### config.mk
export PLATFORM = sky130hd
export DESIGN_NAME = btn_debounce_pulse
export DESIGN_NICKNAME = d
export VERILOG_FILES = /design/src/rtl/btn_debounce_pulse.sv
export SDC_FILE = /design/constraint.sdc
export NUM_CORES = 1
export LEC_CHECK = 0
export BUFFER_PORTS_ARGS = -buffer_cell sky130_fd_sc_hd__buf_2
export CORE_ASPECT_RATIO = 1.5
export CORE_MARGIN = 2
export CORE_UTILIZATION = 54
export CTS_CLUSTER_DIAMETER = 30
export DETAILED_ROUTE_END_ITERATION = 8
export PLACE_DENSITY = 0.75
export REMOVE_ABC_BUFFERS = 1
export SLEW_MARGIN = 20
export SYNTH_ARGS = -nofsm -noshare
export SYNTH_HDL_FRONTEND = slang
export SYNTH_SLANG_ARGS = --single-unit
### constraint.sdc
create_clock -name clk -period 2.2 [get_ports clk]
set_input_delay 0.11 -clock clk [delete_from_list [all_inputs] [get_ports clk]]
set_output_delay 0.11 -clock clk [all_outputs]
set_load 0.01 [all_outputs]
### src/rtl/btn_debounce_pulse.sv
// Push-button debouncer: synchronizes a raw button, waits for a stable level and emits
// one enable_out pulse per accepted press. Define BTN_DEBOUNCE_AUTOREPEAT_EN to enable auto-repeat.
module btn_debounce_pulse #(
  parameter int CLK_DIV      = 50000,
  parameter int STABLE_COUNT = 10,
  parameter int REPEAT_TICKS = 50
) (
  input  logic clk,
  input  logic reset,
  input  logic btn_in,
  output logic enable_out
);

  localparam int PW = $clog2(CLK_DIV);
  localparam int SW = $clog2(STABLE_COUNT + 1);

  if (CLK_DIV < 2) begin : g_bad_clk_div
    $error("btn_debounce_pulse: CLK_DIV must be >= 2");
  end
  if (STABLE_COUNT < 1) begin : g_bad_stable_count
    $error("btn_debounce_pulse: STABLE_COUNT must be >= 1");
  end
  if (REPEAT_TICKS < 1) begin : g_bad_repeat_ticks
    $error("btn_debounce_pulse: REPEAT_TICKS must be >= 1");
  end

  typedef enum logic [1:0] {
    IDLE         = 2'd0,
    PRESS_WAIT   = 2'd1,
    PRESSED      = 2'd2,
    RELEASE_WAIT = 2'd3
  } state_e;

  logic [1:0]    sync_q, sync_d;
  logic [PW-1:0] pre_q, pre_d;
  logic [SW-1:0] stab_q, stab_d;
  state_e        state_q, state_d;
  logic          enable_q, enable_d;
  logic          btn_s;
  logic          tick;

`ifdef BTN_DEBOUNCE_AUTOREPEAT_EN
  localparam int RW = $clog2(REPEAT_TICKS + 1);
  logic [RW-1:0] rep_q, rep_d;
`endif

  assign btn_s      = sync_q[1];
  assign tick       = (pre_q == PW'(CLK_DIV - 1));
  assign enable_out = enable_q;

  always_comb begin
    sync_d   = {sync_q[0], btn_in};
    pre_d    = tick ? '0 : pre_q + 1'b1;
    stab_d   = (tick && (stab_q != SW'(STABLE_COUNT))) ? stab_q + 1'b1 : stab_q;
    state_d  = state_q;
    enable_d = 1'b0;
`ifdef BTN_DEBOUNCE_AUTOREPEAT_EN
    rep_d    = rep_q;
`endif

    // A btn_s change is tested before tick so it wins when both occur together.
    case (state_q)
      IDLE: begin
        if (btn_s) state_d = PRESS_WAIT;
      end
      PRESS_WAIT: begin
        if (!btn_s) begin
          state_d = IDLE;
        end else if (tick && (stab_q == SW'(STABLE_COUNT - 1))) begin
          state_d  = PRESSED;
          enable_d = 1'b1;
        end
      end
      PRESSED: begin
        if (!btn_s) begin
          state_d = RELEASE_WAIT;
        end
`ifdef BTN_DEBOUNCE_AUTOREPEAT_EN
        else if (tick) begin
          if (rep_q == RW'(REPEAT_TICKS - 1)) begin
            enable_d = 1'b1;
            rep_d    = '0;
          end else begin
            rep_d = rep_q + 1'b1;
          end
        end
`endif
      end
      RELEASE_WAIT: begin
        if (btn_s) begin
          state_d = PRESSED;
        end else if (tick && (stab_q == SW'(STABLE_COUNT - 1))) begin
          state_d = IDLE;
        end
      end
      default: state_d = IDLE;
    endcase

    // Restarting the prescaler on entry makes the acceptance latency cycle-exact.
    if (state_d != state_q) begin
      stab_d = '0;
      if (state_d != IDLE) pre_d = '0;
`ifdef BTN_DEBOUNCE_AUTOREPEAT_EN
      if (state_d == PRESSED) rep_d = '0;
`endif
    end
  end

  always_ff @(posedge clk or posedge reset) begin
    if (reset) begin
      sync_q   <= '0;
      pre_q    <= '0;
      stab_q   <= '0;
      state_q  <= IDLE;
      enable_q <= 1'b0;
`ifdef BTN_DEBOUNCE_AUTOREPEAT_EN
      rep_q    <= '0;
`endif
    end else begin
      sync_q   <= sync_d;
      pre_q    <= pre_d;
      stab_q   <= stab_d;
      state_q  <= state_d;
      enable_q <= enable_d;
`ifdef BTN_DEBOUNCE_AUTOREPEAT_EN
      rep_q    <= rep_d;
`endif
    end
  end

endmodule
==> results of run 1 <==
[cells by family after synthesis]
| kind of cell | after synthesis |
|---|---|
| flops | 25 |
| buf+inv | 10 |
| fa+ha+maj | 4 |
| xor+xnor | 15 |
| mux | 1 |
| compound gates | 15 |
| simple gates | 56 |
[where the power goes]
part | switching [mW] | total [mW] | internal [mW]
logic | 0.0443 | 0.0808 | 0.0366
clock network | 0.140 | 0.209 | 0.0684
registers | 0.0302 | 0.518 | 0.488
total | 0.215 | 0.807 | 0.593
[flip-flops by register name (all words and copies together) (netlist names)]
register	count
enable_out	1
pre_q	16
sync_q	2
state_q	2
stab_q	4
[critical path, stage by stage, from the launching register on]
cell and delay (ns):
dfrtp_1 0.41, or4b_4 0.55, or4_4 0.57, or4_1 0.48, a22oi_1 0.14
[Yosys cell counts (2+ instances only)]
library cell / n / area [um^2]
nand4_1: 3 / 18.77
o21ai_0: 5 / 25.02
nor4_1: 3 / 18.77
a22oi_1: 4 / 30.03
nor3_1: 4 / 20.02
ha_1: 4 / 50.05
inv_1: 8 / 30.03
xor2_1: 2 / 17.52
nand2b_1: 4 / 25.02
nor2_1: 20 / 75.07
nand3_1: 6 / 30.03
dfrtp_1: 25 / 625.6
xnor2_1: 13 / 113.9
or3_1: 3 / 18.77
or4b_1: 2 / 20.02
nand2_1: 4 / 15.01
o211ai_1: 2 / 15.01
[metrics by stage]
step / utilization (%) / hold slack [ns]
2_1_floorplan: - / 0.1373
3_3_place_gp: 61.51 / 0.1747
3_5_place_dp: 61.51 / 0.1773
4_1_cts: 64.82 / 0.3575
5_1_grt: 65.83 / 0.3918
6_report: 65.83 / 0.3489
[routing by layer]
| metal | up-vias | part of all wire, % |
|---|---|---|
| met5 | - | 0 |
| met4 | 0 | 2.2 |
| met3 | 5 | 2.3 |
| met2 | 17 | 54 |
| met1 | 485 | 42 |
| li1 | 489 | - |
[cell type report]
class                      count  area, um^2
fill                         183       763.2
sequential                    25       625.6
multi-input combinational     92       610.6
timing repair buffer          20       147.6
inverter                       8       30.03
tap                           23       28.78
clock buffer                   3       22.52
clock inverter                 1       5.005
[worst paths after layout]
path | to | slack [ns] | cells past startpoint
min in group clk | sync_q[1]$_DFF_PP0_ | 0.36 | 0
min reg2reg | sync_q[1]$_DFF_PP0_ | 0.36 | 0
max in group asynchronous | pre_q[7]$_DFF_PP0_ | 1.61 | 4
min | enable_out$_DFF_PP0_ | 0.35 | 4
max | stab_q[2]$_DFFE_PP0P_ | -0.02 | 4
max reg2reg | stab_q[2]$_DFFE_PP0P_ | -0.02 | 4
[repair_timing]
action,4_1_cts,5_1_grt
pin swaps,2,2
buffers inserted,1,3
gates resized for setup,3,0
gates cloned,1,0
setup endpoints to repair,3,5
endpoints found under the hold margin,26,0
hold buffers,2,0
==> metrics.yaml, run 1 <==
crit_path_max_fanout: 7
busiest_layer: "met2"
worst_ep_arrival_time_ns: 2.48
crit_type: "flop to flop"
drv_cap: 0
setup_tns_ns: -0.03670
mostFrequentLayoutCell: "dfrtp_1"
fin_cells: 172
rows: 21
ys_types: 31
powerDensity_mw_per_mm2: 549.0
place_inst: 161
drc_errors: 0
synth_edf_count: 0
period_share_pct: 101.0
grt_overflow: 0
syn2layout_area_growth_pct: 16.34
violations: "setup timing"
synth_fa_ha_area_share_pct: 3.960
dr.first_iter.drc_count: 31
finalInstanceArea_mm2: 0.001470
cts.sinks: 25
ir_drop_v: 0.0004027
dr.pass1.iters: 4
critPathCaptureType: "flop"
synth_top_family_by_area: "simple AND/OR/NAND/NOR gates"
timing.rr.start: "pre_q[5]$_DFF_PP0_"
ant_nets: 0
root_buffer: "clkbuf_4"
setup_slack_ns: -0.02187
antenna_found_initial: 0
cts_tree: "built"
yosys.area_share.simple_pct: 23.56
clk_pin_slew_ns: 0.13
pre_cts_slack_ns: -0.04125
ys_seq_elements: 25
chipHeight_um: 63.25
n_antenna_cell: 0
nNetsFinal: 157
period_needed_ns: 2.222
synthCells: 126
yosys_warnings: 0
gr-usage-met3_pct: 4.298
relSlewSlack_pct: 72.93
worst_ep_required_time_ns: 2.46
io_pins: 4
startpoint: "pre_q[5]$_DFF_PP0_"
die_x_um: 43.50
critPathLaunchType: "flop"
layout_common_cells: "25 x dfrtp_1, 20 x nor2_1, 15 x buf_4"
p_leak_nw: 0.6404
synth_area_per_cell_um2: 10.03
cts_made_buffers: 3
setup_viol: 2
hold_viol: 0
clock_latency_ns: 0.33
grt.total_usage_pct: 21.58
drive_above_1_share_pct: 19.46
drv_slew: 0
htreeDepth: 1
synth_area_mm2: 0.001264
vias: 996
cts_buffer_depth: 2
grt_pass1_wl_mm: 4.498
wl_per_cell_um: 14.60
place_congestion: 0.8088
status: "finished with violations"
met1_usage_pct: 26.04
yosysSeqAreaShare_pct: 49.50
hold_class: "primary input to asynchronous set/reset pin"
synth_ff_type: "dfrtp_1"
skew_ns: 0.006096
place.port_buffers: 3
synth_compound_area_share_pct: 8.020
die_area_mm2: 0.002751
total_power_mw: 0.8071
rsz0062_at_grt: "yes"
synth_xor_area_share_pct: 10.40
worstMarginPinSlew_ns: 0.4023
core_mm2: 0.002233
start_util_pct: 56.58
met2_usage_pct: 35.45
grt_max_degree: 26
async_flop_share_pct: 100.0
dpl-instance-area_mm2: 0.001374
grt_pass1_vias: 1007
hpwl_mm: 1.682
synthMuxAreaShare_pct: 0.8911
wl_mm: 2.511
drt-vias-per-instance: 5.791
timing.fmax_ghz: 0.4501
No activity file was read; power rests on OpenSTA's default activity.
==> run 2: changes to the inputs <==
--- a/config.mk
+++ b/config.mk
@@ -6,12 +6,11 @@
 export NUM_CORES = 1
 export LEC_CHECK = 0
 export BUFFER_PORTS_ARGS = -buffer_cell sky130_fd_sc_hd__buf_2
-export CORE_ASPECT_RATIO = 1.5
 export CORE_MARGIN = 2
 export CORE_UTILIZATION = 54
 export CTS_CLUSTER_DIAMETER = 30
 export DETAILED_ROUTE_END_ITERATION = 8
-export PLACE_DENSITY = 0.75
+export PLACE_DENSITY = 0.71
 export REMOVE_ABC_BUFFERS = 1
 export SLEW_MARGIN = 20
 export SYNTH_ARGS = -nofsm -noshare
==> metrics.yaml, run 2 (synthesized netlist as in run 1, its figures left out) <==
htreeDepth: 1
ir_drop_v: 0.0004796
status: "finished with violations"
rows: 17
die_area_mm2: 0.002743
hold_class: "flop to flop"
sequentialPowerShare_pct: 64.5
root_buffer: "clkbuf_4"
cts_made_buffers: 3
switching_power_mw: 0.2106
clockPowerShare_pct: 25.5
switching_share_pct: 26.27
rsz0062_at_grt: "yes"
period_needed_ns: 2.212
ant_nets: 0
chipHeight_um: 52.38
cts.sinks: 25
vias: 992
nNetsFinal: 154
critPathCaptureType: "flop"
top_regs: "pre_q (16), stab_q (4)"
hpwl_mm: 1.718
worst_ep_required_time_ns: 2.45
antenna_found_initial: 0
dpl-instance-area_mm2: 0.001373
syn2layout_area_growth_pct: 15.54
crit_type: "flop to flop"
powerDensity_mw_per_mm2: 549.1
io_pins: 4
drc_errors: 0
clk_pin_slew_ns: 0.13
cts_tree: "built"
clock_latency_ns: 0.32
die_x_um: 52.38
p_leak_nw: 0.6269
setup_viol: 1
setup_tns_ns: -0.01232
largest_register: "pre_q"
drt-vias-per-instance: 5.701
crit_path_max_fanout: 7
worst_ep_arrival_time_ns: 2.46
grt.total_usage_pct: 22.03
grt_pass1_wl_mm: 4.485
place.port_buffers: 3
finalInstanceArea_mm2: 0.001460
drive_above_1_share_pct: 19.18
wl_mm: 2.580
timing.fmax_ghz: 0.4520
critPathLaunchType: "flop"
dr.first_iter.drc_count: 34
period_share_pct: 100.6
drv_slew: 0
start_util_pct: 57.13
violations: "setup timing"
mostFrequentLayoutCell: "dfrtp_1"
grt_overflow: 0
wl_per_cell_um: 14.83
core_mm2: 0.002212
relSlewSlack_pct: 37.67
combPwrFrac_pct: 10.0
hold_viol: 0
setup_slack_ns: -0.01232
dr.pass1.iters: 4
place_congestion: 0.7925
grt_max_degree: 26
n_antenna_cell: 0
p_int_mw: 0.5911
drv_cap: 0
layout_common_cells: "25 x dfrtp_1, 20 x nor2_1, 13 x xnor2_1"
worstMarginPinSlew_ns: 0.9339
largest_register_ffs: 16
cts_buffer_depth: 2
skew_ns: 0.002599
grt_pass1_vias: 1043
-- run 2: changes by cell type in the layout (fill, tap and decap cells not counted) --
cell / before / now
a22oi_1: 4 / 3
o21ai_0: 5 / 4
or4_1: 1 / 0
or4_2: 0 / 1
o21ai_1: 0 / 1
a22oi_2: 0 / 1
buf_4: 15 / 12
-- run 2: path summary, 6_finish.rpt --
kind,from,end,slack [ns],depth (start not counted)
max,pre_q[7]$_DFF_PP0_,stab_q[2]$_DFFE_PP0P_,-0.01,4
min,sync_q[0]$_DFF_PP0_,sync_q[1]$_DFF_PP0_,0.37,0
max reg2reg,pre_q[7]$_DFF_PP0_,stab_q[2]$_DFFE_PP0P_,-0.01,4
min reg2reg,sync_q[0]$_DFF_PP0_,sync_q[1]$_DFF_PP0_,0.37,0
max in group asynchronous,reset,pre_q[7]$_DFF_PP0_,1.10,3
min in group asynchronous,reset,pre_q[0]$_DFF_PP0_,0.54,3
-- run 2: per-layer routing --
| metal | track usage (%) | vias to the layer above | part of all wire [%] |
|---|---|---|---|
| li1 | - | 479 | - |
| met1 | 26.63 | 490 | 45 |
| met2 | 39.38 | 19 | 51 |
| met3 | 2.857 | 4 | 2.6 |
| met4 | 8.547 | 0 | 1.0 |
| met5 | 0 | - | 0 |
-- run 2: through the flow --
| step | util, % | instances | power [mW] | setup slack [ns] | hold WS [ns] |
|---|---|---|---|---|---|
| after floorplan | - | 124 | 0.5777 | 0.03590 | 0.1373 |
| after global placement | 62.05 | 165 | 0.5946 | 0.01129 | 0.2180 |
| after detailed placement | 62.05 | 165 | 0.6031 | -0.03559 | 0.2222 |
| after CTS | 64.76 | 172 | 0.8095 | -0.02768 | 0.3692 |
| after global routing | 66.01 | 174 | 0.8346 | -0.05768 | 0.3809 |
| final | 66.01 | 174 | 0.8018 | -0.01232 | 0.3681 |
-- run 2: area by class of cell --
| class | count | area [um^2] |
|---|---|---|
| Inverter | 8 | 30.03 |
| Fill cell | 181 | 752.0 |
| Sequential cell | 25 | 625.6 |
| Tap cell | 28 | 35.03 |
| Clock buffer | 3 | 22.52 |
| Clock inverter | 1 | 5.005 |
| Timing Repair Buffer | 17 | 125.1 |
| Multi-Input combinational cell | 92 | 616.8 |
-- run 2: power groups by stage --
| stage | registers, mW | logic (mW) | clock network, mW |
|---|---|---|---|
| 2_1_floorplan | 0.518 | 0.0597 | 0 |
| 3_3_place_gp | 0.522 | 0.0722 | 0 |
| 3_5_place_dp | 0.524 | 0.0786 | 0 |
| 4_1_cts | 0.517 | 0.0811 | 0.211 |
| 5_1_grt | 0.523 | 0.0916 | 0.220 |
| 6_report | 0.517 | 0.0803 | 0.204 |
-- run 2: timing repair --
item / 4_1_cts / 5_1_grt
buffers inserted: 0 / 2
gates cloned: 1 / 0
pin swaps: 2 / 4
hold buffers: 2 / 0
setup endpoints to repair: 3 / 18
endpoints found under the hold margin: 15 / 0
resized for setup: 2 / 3
-- run 2: worst max-delay path: stages, from the launching register on --
cell     delay, ns
dfrtp_1       0.40
or4b_4        0.55
or4_4         0.58
or4_4         0.50
a22oi_2       0.12
==> run 3: changes to the inputs <==
--- a/config.mk
+++ b/config.mk
@@ -10,9 +10,11 @@
 export CORE_UTILIZATION = 54
 export CTS_CLUSTER_DIAMETER = 30
 export DETAILED_ROUTE_END_ITERATION = 8
-export PLACE_DENSITY = 0.71
+export PLACE_DENSITY = 0.73
 export REMOVE_ABC_BUFFERS = 1
+export SKIP_LAST_GASP = 1
 export SLEW_MARGIN = 20
 export SYNTH_ARGS = -nofsm -noshare
 export SYNTH_HDL_FRONTEND = slang
 export SYNTH_SLANG_ARGS = --single-unit
+export TNS_END_PERCENT = 5
==> metrics.yaml, run 3 (synthesized netlist as in run 1, its figures left out) <==
combPwrFrac_pct: 9.6
p_int_mw: 0.5897
hold_start: "sync_q[0]$_DFF_PP0_"
core_mm2: 0.002212
period_share_pct: 100.6
root_buffer: "clkbuf_4"
n_antenna_cell: 0
layout_common_cells: "25 x dfrtp_1, 20 x nor2_1, 13 x xnor2_1, 13 x buf_4, 8 x inv_1"
max_stage_delay_ns: 0.57
status: "finished with violations"
path_delay_family: "simple AND/OR/NAND/NOR gates"
setup_slack_ns: -0.01227
critPathLaunchType: "flop"
grt_max_degree: 26
io_pins: 4
hold_depth: 0
rsz0062_at_grt: "yes"
die_x_um: 52.38
antenna_found_initial: 0
largest_register_ffs: 16
reg2reg_depth: 4
relSlewSlack_pct: 39.57
crit_path_max_fanout: 6
wl_mm: 2.346
hold_class: "flop to flop"
hold_path_end: "sync_q[1]$_DFF_PP0_"
ant_nets: 0
num-fill-cells: 192
worstMarginPinSlew_ns: 0.9055
cts_made_buffers: 3
clockPowerShare_pct: 25.2
crit_type: "flop to flop"
switching_power_mw: 0.2018
timing.rr.start: "pre_q[7]$_DFF_PP0_"
vias: 950
worst_ep_arrival_time_ns: 2.46
htreeDepth: 1
clock_latency_ns: 0.31
total_power_mw: 0.7916
place_congestion: 0.7894
drv_slew: 0
r2r_setup_slack_ns: -0.01
die_area_mm2: 0.002743
start_util_pct: 57.13
cts.sinks: 25
switching_share_pct: 25.50
wl_per_cell_um: 13.41
cp_cell_sequence: "or4b_4 > or4_4 > or4_1 > a22oi_1"
ir_drop_v: 0.0005281
dr.pass1.iters: 4
cts_tree: "built"
hold_viol: 0
grt_pass1_wl_mm: 4.077
drv_cap: 0
drive_above_1_share_pct: 19.05
p_leak_nw: 0.6299
dr.first_iter.drc_count: 16
rows: 17
largest_register: "pre_q"
drc_errors: 0
sequentialPowerShare_pct: 65.2
reg2reg_to: "stab_q[2]$_DFFE_PP0P_"
nNetsFinal: 155
place.port_buffers: 3
violations: "setup timing"
syn2layout_area_growth_pct: 16.04
mostFrequentLayoutCell: "dfrtp_1"
fin_cells: 175
critPathCaptureType: "flop"
place_inst: 165
drt-vias-per-instance: 5.429
clk_pin_slew_ns: 0.13
timing.fmax_ghz: 0.4520
worst_ep_required_time_ns: 2.45
top_regs: "pre_q (16), stab_q (4)"
grt.total_usage_pct: 20.79
setup_tns_ns: -0.01227
cp_num_buf_inv: 0
pre_cts_slack_ns: -0.01703
hpwl_mm: 1.657
grt_pass1_vias: 967
chipHeight_um: 52.38
cts_buffer_depth: 2
grt_overflow: 0
skew_ns: 0.004956
setup_viol: 1
slowest_stage: "or4_4"
period_needed_ns: 2.212
powerDensity_mw_per_mm2: 539.8
==> run 3: cell count changes in the layout (fill, tap and decap cells not counted) <==
cell,change
o21ai_0,+1
nor3_1,-1
buf_4,+1
or4_1,+1
nor3_2,+1
or4_2,-1
o21ai_1,-1
a22oi_2,-1
a22oi_1,+1
==> run 3: worst max path at each step <==
stage	from	to	slack [ns]	depth (start not counted)
finish	pre_q[7]$_DFF_PP0_	stab_q[2]$_DFFE_PP0P_	-0.01	4
global route	pre_q[7]$_DFF_PP0_	stab_q[2]$_DFFE_PP0P_	-0.06	4
CTS	pre_q[5]$_DFF_PP0_	stab_q[2]$_DFFE_PP0P_	-0.04	4
detailed placement	pre_q[7]$_DFF_PP0_	stab_q[2]$_DFFE_PP0P_	-0.02	4
global placement	pre_q[7]$_DFF_PP0_	stab_q[2]$_DFFE_PP0P_	0.02	4
floorplan	pre_q[7]$_DFF_PP0_	stab_q[2]$_DFFE_PP0P_	0.04	4
==> run 3: power by group through the flow <==
stage / clock network, mW / logic, mW / registers [mW]
floorplan: 0 / 0.0597 / 0.518
global placement: 0 / 0.0715 / 0.522
detailed placement: 0 / 0.0739 / 0.525
CTS: 0.207 / 0.0773 / 0.516
global route: 0.226 / 0.0882 / 0.523
finish: 0.199 / 0.0759 / 0.516
==> run 3: layout make-up <==
cell class / count / area [um^2] / share of cell area [%]
Sequential cell: 25 / 625.6 / 42.66
Multi-Input combinational cell: 92 / 615.6 / 41.98
Timing Repair Buffer: 18 / 132.6 / 9.044
Tap cell: 28 / 35.03 / 2.389
Inverter: 8 / 30.03 / 2.048
Clock buffer: 3 / 22.52 / 1.536
Clock inverter: 1 / 5.005 / 0.3413
==> run 3: timing repair <==
action | 4_1_cts | 5_1_grt
gates cloned | 0 | 1
buffers inserted | 2 | 1
hold buffers | 2 | 0
pin swaps | 1 | 2
resized for setup | 0 | 4
hold endpoints to repair | 15 | 0
endpoints found under the setup margin | 2 | 12
==> run 3: per-stage QoR <==
step                      util (%)  instance area [um^2]  hold WS, ns
after floorplan                  -                  1247       0.1373
after global placement       62.05                  1373       0.2180
after detailed placement     62.05                  1373       0.2251
after CTS                    64.88                  1435       0.3993
after global routing         66.29                  1466       0.4076
final                        66.29                  1466       0.4014
==> run 3: per-layer routing <==
metal,routed length [um],part of all wire (%),vias to the layer above,GRT usage [%]
li1,-,-,480,-
met1,1056,45,455,23.93
met2,1196,51,11,36.25
met3,46,2.0,4,3.429
met4,46,2.0,0,11.54
met5,0,0,-,0
